===== config.mk =====
export PLATFORM = sky130hd
export DESIGN_NAME = uart_tx_arbiter
export DESIGN_NICKNAME = d
export VERILOG_FILES = /design/src/rtl/uart_pkg.sv /design/src/rtl/rr_arbiter.sv /design/src/rtl/uart_tx_arbiter.sv
export SDC_FILE = /design/constraint.sdc
export NUM_CORES = 1
export LEC_CHECK = 0
export BUFFER_PORTS_ARGS = -buffer_cell sky130_fd_sc_hd__buf_2
export CAP_MARGIN = 20
export CORE_UTILIZATION = 57
export CTS_BUF_LIST = sky130_fd_sc_hd__clkbuf_4
export DETAILED_ROUTE_END_ITERATION = 12
export GPL_ROUTABILITY_DRIVEN = 0
export HOLD_SLACK_MARGIN = 0.1
export PLACE_DENSITY_LB_ADDON = 0.12
export SLEW_MARGIN = 20
export SYNTH_ARGS = -nofsm -noshare
export SYNTH_HDL_FRONTEND = slang
export SYNTH_SLANG_ARGS = --single-unit

===== constraint.sdc =====
create_clock -name clk_25mhz -period 6.2 [get_ports clk_25mhz]
set_input_delay 0.93 -clock clk_25mhz [delete_from_list [all_inputs] [get_ports clk_25mhz]]
set_output_delay 0.93 -clock clk_25mhz [all_outputs]
set_load 0.03 [all_outputs]

===== src/rtl/uart_pkg.sv =====
// uart_pkg: shared state encoding and widths for the uart_tx arbiter.
package uart_pkg;
  localparam int BYTE_W      = 8;
  localparam int DEF_NUM_REQ = 4;
  typedef enum logic [2:0] {IDLE, OWN, START, WAIT_HI, WAIT_LO} state_t;
endpackage


===== src/rtl/rr_arbiter.sv =====
// rr_arbiter: combinational round-robin pick, first request above ptr with wrap.
module rr_arbiter #(
  parameter  int N  = 4,
  localparam int IW = $clog2(N)
) (
  input  logic [N-1:0]  req,
  input  logic [IW-1:0] ptr,
  output logic [N-1:0]  gnt,
  output logic [IW-1:0] idx
);
  logic [IW-1:0] j;
  always_comb begin
    gnt = '0;
    idx = '0;
    j   = '0;
    // Walk from the farthest candidate down so the nearest one above ptr wins.
    for (int k = N; k >= 1; k--) begin
      j = IW'((int'(ptr) + k) % N);
      if (req[j]) begin
        gnt    = '0;
        gnt[j] = 1'b1;
        idx    = j;
      end
    end
  end
endmodule


===== src/rtl/uart_tx_arbiter.sv =====
// uart_tx_arbiter: round-robin, packet-locked sharing of one uart_tx.
module uart_tx_arbiter
  import uart_pkg::*;
#(
  parameter int NUM_REQ   = DEF_NUM_REQ,
  parameter int BUSY_WAIT = 15
) (
  input  logic                      clk_25mhz,
  input  logic                      resetn,
  input  logic [NUM_REQ-1:0]        req_valid,
  input  logic [BYTE_W*NUM_REQ-1:0] req_data,
  input  logic [NUM_REQ-1:0]        req_last,
  output logic [NUM_REQ-1:0]        req_ready,
  output logic [NUM_REQ-1:0]        grant,
  output logic [BYTE_W-1:0]         tx_data,
  output logic                      tx_start,
  input  logic                      tx_busy,
  output logic                      err_timeout
);
  localparam int IW = $clog2(NUM_REQ);
  localparam int CW = $clog2(BUSY_WAIT + 1);
  state_t               state;
  logic [IW-1:0]        ptr, own, pick_idx;
  logic [NUM_REQ-1:0]   pick;
  logic                 last_r, done;
  logic [CW-1:0]        cnt;
  rr_arbiter #(.N(NUM_REQ)) u_rr (
    .req(req_valid),
    .ptr(ptr),
    .gnt(pick),
    .idx(pick_idx)
  );
  assign req_ready = {NUM_REQ{state == OWN}} & grant;
  // A busy timeout finishes the byte exactly like a normal busy fall.
  assign done = !tx_busy && (state == WAIT_LO || (state == WAIT_HI && cnt == CW'(BUSY_WAIT - 1)));
  always_ff @(posedge clk_25mhz) begin
    if (!resetn) begin
      state       <= IDLE;
      grant       <= '0;
      tx_data     <= '0;
      tx_start    <= 1'b0;
      err_timeout <= 1'b0;
      ptr         <= IW'(NUM_REQ - 1);
      own         <= '0;
      last_r      <= 1'b0;
      cnt         <= '0;
    end else begin
      tx_start    <= 1'b0;
      err_timeout <= 1'b0;
      case (state)
        IDLE: if (|req_valid) begin
          grant <= pick;
          own   <= pick_idx;
          state <= OWN;
        end
        OWN: if (req_valid[own]) begin
          tx_data <= req_data[BYTE_W*own +: BYTE_W];
          last_r  <= req_last[own];
          state   <= START;
        end
        START: begin
          tx_start <= 1'b1;
          cnt      <= '0;
          state    <= WAIT_HI;
        end
        WAIT_HI: if (tx_busy) state <= WAIT_LO; else cnt <= cnt + 1'b1;
        default: state <= state;
      endcase
      if (done) begin
        err_timeout <= state == WAIT_HI;
        state       <= last_r ? IDLE : OWN;
        if (last_r) begin
          ptr   <= own;
          grant <= '0;
        end
      end
    end
  end
endmodule


# --- Word level (Yosys, flattened, before mapping) ---
# Cells that the tools add are included.
# W data, S select, Z words.
op_classes:
  addsub: 5
  n_lt_le_gt_ge: 9
  n_eq_ne: 9
  shifts: 1
  muxes: 41
  bitwise: 1
  reduce_logical: 18
op_table:
  columns: ["operator", "count"]
  rows:
  - ["$mux W4", 9]
  - ["$shiftx A32 B6 Y8", 1]
  - ["$lt A2 B3 Y1 const B", 5]
  - ["$bmux W1 S2", 6]
  - ["$mux W1", 12]
  - ["$mux W3", 4]
  - ["$pmux W3 S4", 1]
  - ["$reduce_and A2 Y1", 5]
  - ["$demux W1 S2", 4]
  - ["$ge A2 B1 Y1 const B", 4]
  - ["$mux W2", 4]
  - ["$pmux W4 S2", 1]
  - ["$eq A3 B2 Y1 const B", 2]
  - ["$logic_and A1 B1 Y1", 6]
  - ["$ne A3 B3 Y1 const B", 2]
  - ["$reduce_bool A5 Y1", 1]
  - ["$add A2 B1 Y2 const B", 2]
  - ["$add A2 B2 Y2 const B", 2]
  - ["$add A4 B1 Y4 const B", 1]
  - ["$and A4 B4 Y4", 1]
  - ["$eq A4 B4 Y1 const B", 1]
  - ["$reduce_and A4 Y1", 1]
  - ["$reduce_or A4 Y1", 1]
  - ["$eq A3 B1 Y1 const B", 1]
  - ["other kinds (7)", 7]
word_totals:
  reg_bits: 26
  in_bits: 43
  output_inout_bits: 18
  elab_cells: 93

# --- Depth between registers and ports, before layout ---
depth:
  depth_word: 13
  mapped_depth: 8
  ltp_nobuf: 7

# --- Hierarchy ---
# A second synthesis with hierarchy kept.
hier_totals:
  hier_cells: 196
  hier_area_um2: 1866.8
modules_own_cells:
  columns: ["module", "instances", "cells_each", "area_per_inst_um2", "seq_area_each_um2"]
  rows:
  - ["uart_tx_arbiter", 1, 134, 1350.0, 520.5]
  - ["rr_arbiter", 1, 62, 516.7, 0.0]

# --- Worst setup path after synthesis ---
# No wires, ideal clock.
synth_path:
  path_type: "input to register"
  start: "input req_valid[1]"
  end: "register grant[0]"
  setup_time_ps: 79
  arrival_time_ps: 2270
  required_time_ps: 6121
  path_slack_ps: 3851
  stages: 5
  n_path_buf: 1
  cell_sequence: "clkbuf_1 mux4_2 or3_1 a211o_1 o221ai_2"
synth_via:
  elab_chain_cells: 10
  word_cells_on_any_way: 17
  classes_between: "mux: 16; reduce/logical: 1"
synth_rtl:
  columns: ["item", "line_no", "text"]
  rows:
  - ["from (decl)", "uart_tx_arbiter.sv:10", "input logic [NUM_REQ-1:0] req_valid,"]
  - ["$bmux W1 S2", "rr_arbiter.sv:19", "if (req[j]) begin"]
  - ["$mux W1 (not written as such)", "rr_arbiter.sv:19", null]
  - ["$mux W4 (4 in series)", "rr_arbiter.sv:19", null]
  - ["$mux W4 (*)", "uart_tx_arbiter.sv:51", "IDLE: if (|req_valid) begin"]
  - ["$mux W4 (*)", "uart_tx_arbiter.sv:50", "case (state)"]
  - ["$mux W4", "uart_tx_arbiter.sv:72", "if (last_r) begin"]
  - ["$mux W4 (*)", "uart_tx_arbiter.sv:69", "if (done) begin"]
  - ["to (signal assigned)", "uart_tx_arbiter.sv:52", "grant <= pick;"]
  - ["to (decl)", "uart_tx_arbiter.sv:14", "output logic [NUM_REQ-1:0] grant,"]
# Every way passes the cells marked *; elsewhere a longest branch is shown, timed or not. The select of a mux whose other input is x is not followed.
# A chain may end at the register's enable or synchronous reset.

# --- Worst setup path after layout ---
layout_path:
  start: "register ptr[0]"
  end: "register grant[2]"
layout_via:
  elab_chain_cells: 13
  word_cells_on_any_way: 40
  classes_between: "add/sub: 4; order compare: 8; mux: 24; reduce/logical: 4"
layout_rtl:
  columns: ["item", "line_no", "text"]
  rows:
  - ["from (decl)", "uart_tx_arbiter.sv:23", "logic [IW-1:0] ptr, own, pick_idx;"]
  - ["from (signal assigned)", "uart_tx_arbiter.sv:43", "ptr <= IW'(NUM_REQ - 1);"]
  - ["from (signal assigned)", "uart_tx_arbiter.sv:73", "ptr <= own;"]
  - ["$add A2 B1 Y2", "rr_arbiter.sv:18", "j = IW'((int'(ptr) + k) % N);"]
  - ["$lt A2 B3 Y1 (not written as such) or $ge A2 B1 Y1 (tied branches)", "rr_arbiter.sv:21", "gnt[j] = 1'b1;"]
  - ["$logic_and A1 B1 Y1 (not written as such)", "rr_arbiter.sv:21", null]
  - ["$mux W1 (not written as such)", "rr_arbiter.sv:21", null]
  - ["$demux W1 S2", null, null]
  - ["$mux W4 (3 in series)", "rr_arbiter.sv:19", null]
  - ["$mux W4 (*)", "rr_arbiter.sv:19", null]
  - ["$mux W4 (*)", "uart_tx_arbiter.sv:51", null]
  - ["$mux W4 (*)", "uart_tx_arbiter.sv:50", null]
  - ["$mux W4", "uart_tx_arbiter.sv:72", null]
  - ["$mux W4 (*)", "uart_tx_arbiter.sv:69", null]
# Marks and branches as above.

==> impl_metrics.yaml <==
run_status:
  outcome: "finished clean"
drt:
  drtIter0Drc: 83
  antenna_violating_nets_post_route: 0
  avgViaCountPerCell: 5.825
  post_drt_wl_per_cell_um: 14.18
  drt_drc_violations_left: 0
  first_pass_iters: 4
  vias: 1730
  routed_wirelength_um: 4212
timing:
  fin_skew_ps: 5.079
  final-hold-violation-count: 0
  period_minus_slack_ps: 2790
  max-slew-margin-rel_pct: 53.57
  setup_ws_post_layout_ps: 3410
  layout_worst_path_cycle_share_pct: 45.00
  slew_viol_final: 0
  fmaxAchievable_mhz: 358.5
  finalSetupViolations: 0
  worstMarginPinSlew_ps: 695.5
  rsz0062_at_grt: "no"
  finalSetupTns_ps: 0
synthesis:
  ys_seq_elements: 26
  synthCells: 203
  synth_sequential_area_ratio_pct: 27.42
  synth-warning-count: 0
  syn_area_mm2: 0.001898
  syn_nets: 255
  synth_async_sr_flop_share_pct: 0
  synthesis.area_per_instance_um2: 9.350
  dominantRegCellSynth: "sky130_fd_sc_hd__dfxtp_1"
  number_of_flops_mapped_to_enable_cells_by_yosys: 0
  ys_types: 48
  synthDominantAreaCellType: "sky130_fd_sc_hd__dfxtp_1"
  synth.top_cells.by_area: "sky130_fd_sc_hd__dfxtp_1 27%, sky130_fd_sc_hd__mux4_2 15%, sky130_fd_sc_hd__mux2i_1 7.9%"
  synth_top_cell_area_share_pct: 27.42
critical_path:
  worstPathArrival_ps: 3000
  crit_path_max_fanout: 17
  worstReg2RegStart: "ptr[0]"
  critPathSlowestCell: "sky130_fd_sc_hd__dfxtp_1"
  cp_slowest_stage_delay_ps: 790
  most_prevalent_standard_cell_on_the_critical_path: "sky130_fd_sc_hd__mux2i_1"
  required_ps: 6410
  setup.worst_path.start_class: "flip-flop"
  path_class: "reg -> reg"
  worstSetupEndpointType: "flip-flop"
  path_cells: "inv_2 -> ha_1 -> mux2i_1 -> mux2i_1 -> a31o_1 -> a221oi_1 -> o22ai_1"
  worst_setup_path_startpoint: "ptr[0]"
clock_network:
  cts-hold-fix-buffers: 0
  root_buffer_selected_by_cts: "sky130_fd_sc_hd__clkbuf_4"
  clkSlewWorstSetupHoldPaths_ps: 150
  tritoncts_num_sinks: 26
  cts_resized: 0
  post-cts-setup-buffer-count: 0
  tritoncts.num_buffers: 3
  cts-root-to-sink-buffers: 2
  ctsHtreeMaxLevel: 1
  worstSkewPairLatency_ps: 320
  cts_tree: "done"
die:
  initial_core_util_pct: 61.17
  fp.coreArea_mm2: 0.003103
  fp.dieArea_mm2: 0.003565
  rows: 20
  num_io_pins: 61
  chipHeight_um: 59.71
  die_width_um: 59.71
layout:
  fillerInstances: 263
  antenna_cells_inserted: 0
  layout-drive-gt1-share_pct: 35.57
  sequential_cell_area_um2: 520.5
  fin_nets: 306
  finish.utilization_pct: 72.06
  area_taken_by_multi_input_logic_gates_mm2: 0.001289
  layout-area-overhead-vs-synth_pct: 17.80
hold_path:
  worst_hold_check_path_type: "reg -> reg"
  timing.hold.worst.start: "grant[1]"
placed_design:
  place_hpwl_um: 3140
  place_worst_setup_slack_ps: 3468
  port-buffer-count: 60
power:
  switchingPower_uw: 132.7
  power.share.sequential_pct: 44.9
  power.static_leakage_nw: 1.010
  power.switching_fraction_pct: 30.57
  cellInternalPower_uw: 301.5
  total_power_uw: 434.2
  worst_ir_drop_vdd_mv: 0.1188
  power.share.combinational_pct: 28.1
  pwr_density_cell_mw_per_mm2: 194.2
  clock_power_share_pct: 27.0
global_routing:
  first_global_vias: 1524
  initial_antenna_violation_count: 0
  grt_overflow_total: 0
  largest_net_degree_at_the_start_of_global_routing: 18
  grt_util_all_layers_pct: 24.60
  global_route_wire_length_before_repair_um: 6672
run:
  timing.max_cap.violations: 0
## cells by family after synthesis
logic type	share of synthesized area (%)
AND/OR/NAND/NOR	18.85
buffers and inverters	4.679
flip-flops	27.42
XOR/XNOR	0.9230
multiplexers	26.89
AO/OA/AOI/OAI	15.29
adder cells (fa/ha/maj)	5.933
## worst paths after layout
| kind | end | slack, ps | cells past startpoint |
|---|---|---|---|
| setup / recovery | grant[2] | 3410 | 7 |
| hold / removal | grant[1] | 480 | 2 |
| setup reg to reg | grant[2] | 3410 | 7 |
| hold reg to reg | grant[1] | 480 | 2 |
## cell usage in the layout (no fill, tap or decap), types with 3 or more instances in the layout
master,instances
sky130_fd_sc_hd__buf_2,60
sky130_fd_sc_hd__dfxtp_1,26
sky130_fd_sc_hd__nor2_1,20
sky130_fd_sc_hd__mux2i_1,15
sky130_fd_sc_hd__nand2_1,15
sky130_fd_sc_hd__mux4_2,13
sky130_fd_sc_hd__a21oi_1,10
sky130_fd_sc_hd__ha_1,9
sky130_fd_sc_hd__o21ai_0,7
sky130_fd_sc_hd__nand3_1,7
sky130_fd_sc_hd__nor2b_1,6
sky130_fd_sc_hd__mux2_2,5
sky130_fd_sc_hd__o211ai_1,5
sky130_fd_sc_hd__inv_1,4
sky130_fd_sc_hd__and2_1,4
sky130_fd_sc_hd__o22ai_1,4
sky130_fd_sc_hd__and3_1,3
sky130_fd_sc_hd__nor4_1,3
sky130_fd_sc_hd__clkbuf_4,3
## synth_stat cells (2+ instances only)
master / count
sky130_fd_sc_hd__dfxtp_1: 26
sky130_fd_sc_hd__nor2_1: 20
sky130_fd_sc_hd__mux2i_1: 15
sky130_fd_sc_hd__nand2_1: 15
sky130_fd_sc_hd__mux4_2: 13
sky130_fd_sc_hd__a21oi_1: 10
sky130_fd_sc_hd__clkbuf_1: 9
sky130_fd_sc_hd__ha_1: 9
sky130_fd_sc_hd__nand3_1: 7
sky130_fd_sc_hd__o21ai_0: 7
sky130_fd_sc_hd__nor2b_1: 6
sky130_fd_sc_hd__mux2_2: 5
sky130_fd_sc_hd__o211ai_1: 5
sky130_fd_sc_hd__and2_1: 4
sky130_fd_sc_hd__inv_1: 4
sky130_fd_sc_hd__o22ai_1: 4
sky130_fd_sc_hd__and3_1: 3
sky130_fd_sc_hd__nor4_1: 3
sky130_fd_sc_hd__a211o_1: 2
sky130_fd_sc_hd__a211oi_1: 2
sky130_fd_sc_hd__buf_2: 2
sky130_fd_sc_hd__buf_6: 2
sky130_fd_sc_hd__nor3_1: 2
sky130_fd_sc_hd__o21ai_1: 2
sky130_fd_sc_hd__or3_1: 2
sky130_fd_sc_hd__xor2_1: 2
## power groups by stage
stage	clock network (mW)	registers, mW	logic, mW
2_1_floorplan	0	0.205	0.0836
3_3_place_gp	0	0.199	0.120
3_5_place_dp	0	0.199	0.121
4_1_cts	0.120	0.195	0.122
5_1_grt	0.128	0.198	0.132
6_report	0.117	0.195	0.122
## routing by layer
metal  vias to the layer above  global-route usage [%]  part of all wire (%)
li1                        862                       -                     -
met1                       795                   31.40                    44
met2                        67                   41.90                    49
met3                         6                   5.195                   5.4
met4                         0                   6.977                  0.74
met5                         -                       0                     0
## sequential cells by signal (all words and copies together) (netlist names)
signal       cells
tx_data          8
cnt              4
grant            4
state            3
own              2
ptr              2
err_timeout      1
last_r           1
tx_start         1
## worst max-delay path, delay by kind of cell (launching register included)
kind / cells / cell delay (ps)
fa+ha+maj: 1 / 580
compound gates: 3 / 570
mux: 2 / 520
buf+inv: 1 / 210
flops: 1 / 790
## area by class of cell
| class | instances | area share [%] |
|---|---|---|
| multi-input combinational | 158 | 57.64 |
| timing repair buffer | 60 | 13.43 |
| clock buffer | 3 | 1.007 |
| sequential | 26 | 23.28 |
| clock inverter | 1 | 1.343 |
| inverter | 5 | 0.8394 |
| tap | 44 | 2.462 |
## per-stage QoR
step	instances	hold slack, ps	area, µm²
6_report	297	479.6	2236
5_1_grt	297	517.3	2236
4_1_cts	297	484.9	2236
3_5_place_dp	293	465.4	2183
3_3_place_gp	293	462.9	2183
2_1_floorplan	203	469.1	1898
(Power assumes the default switching activity.)
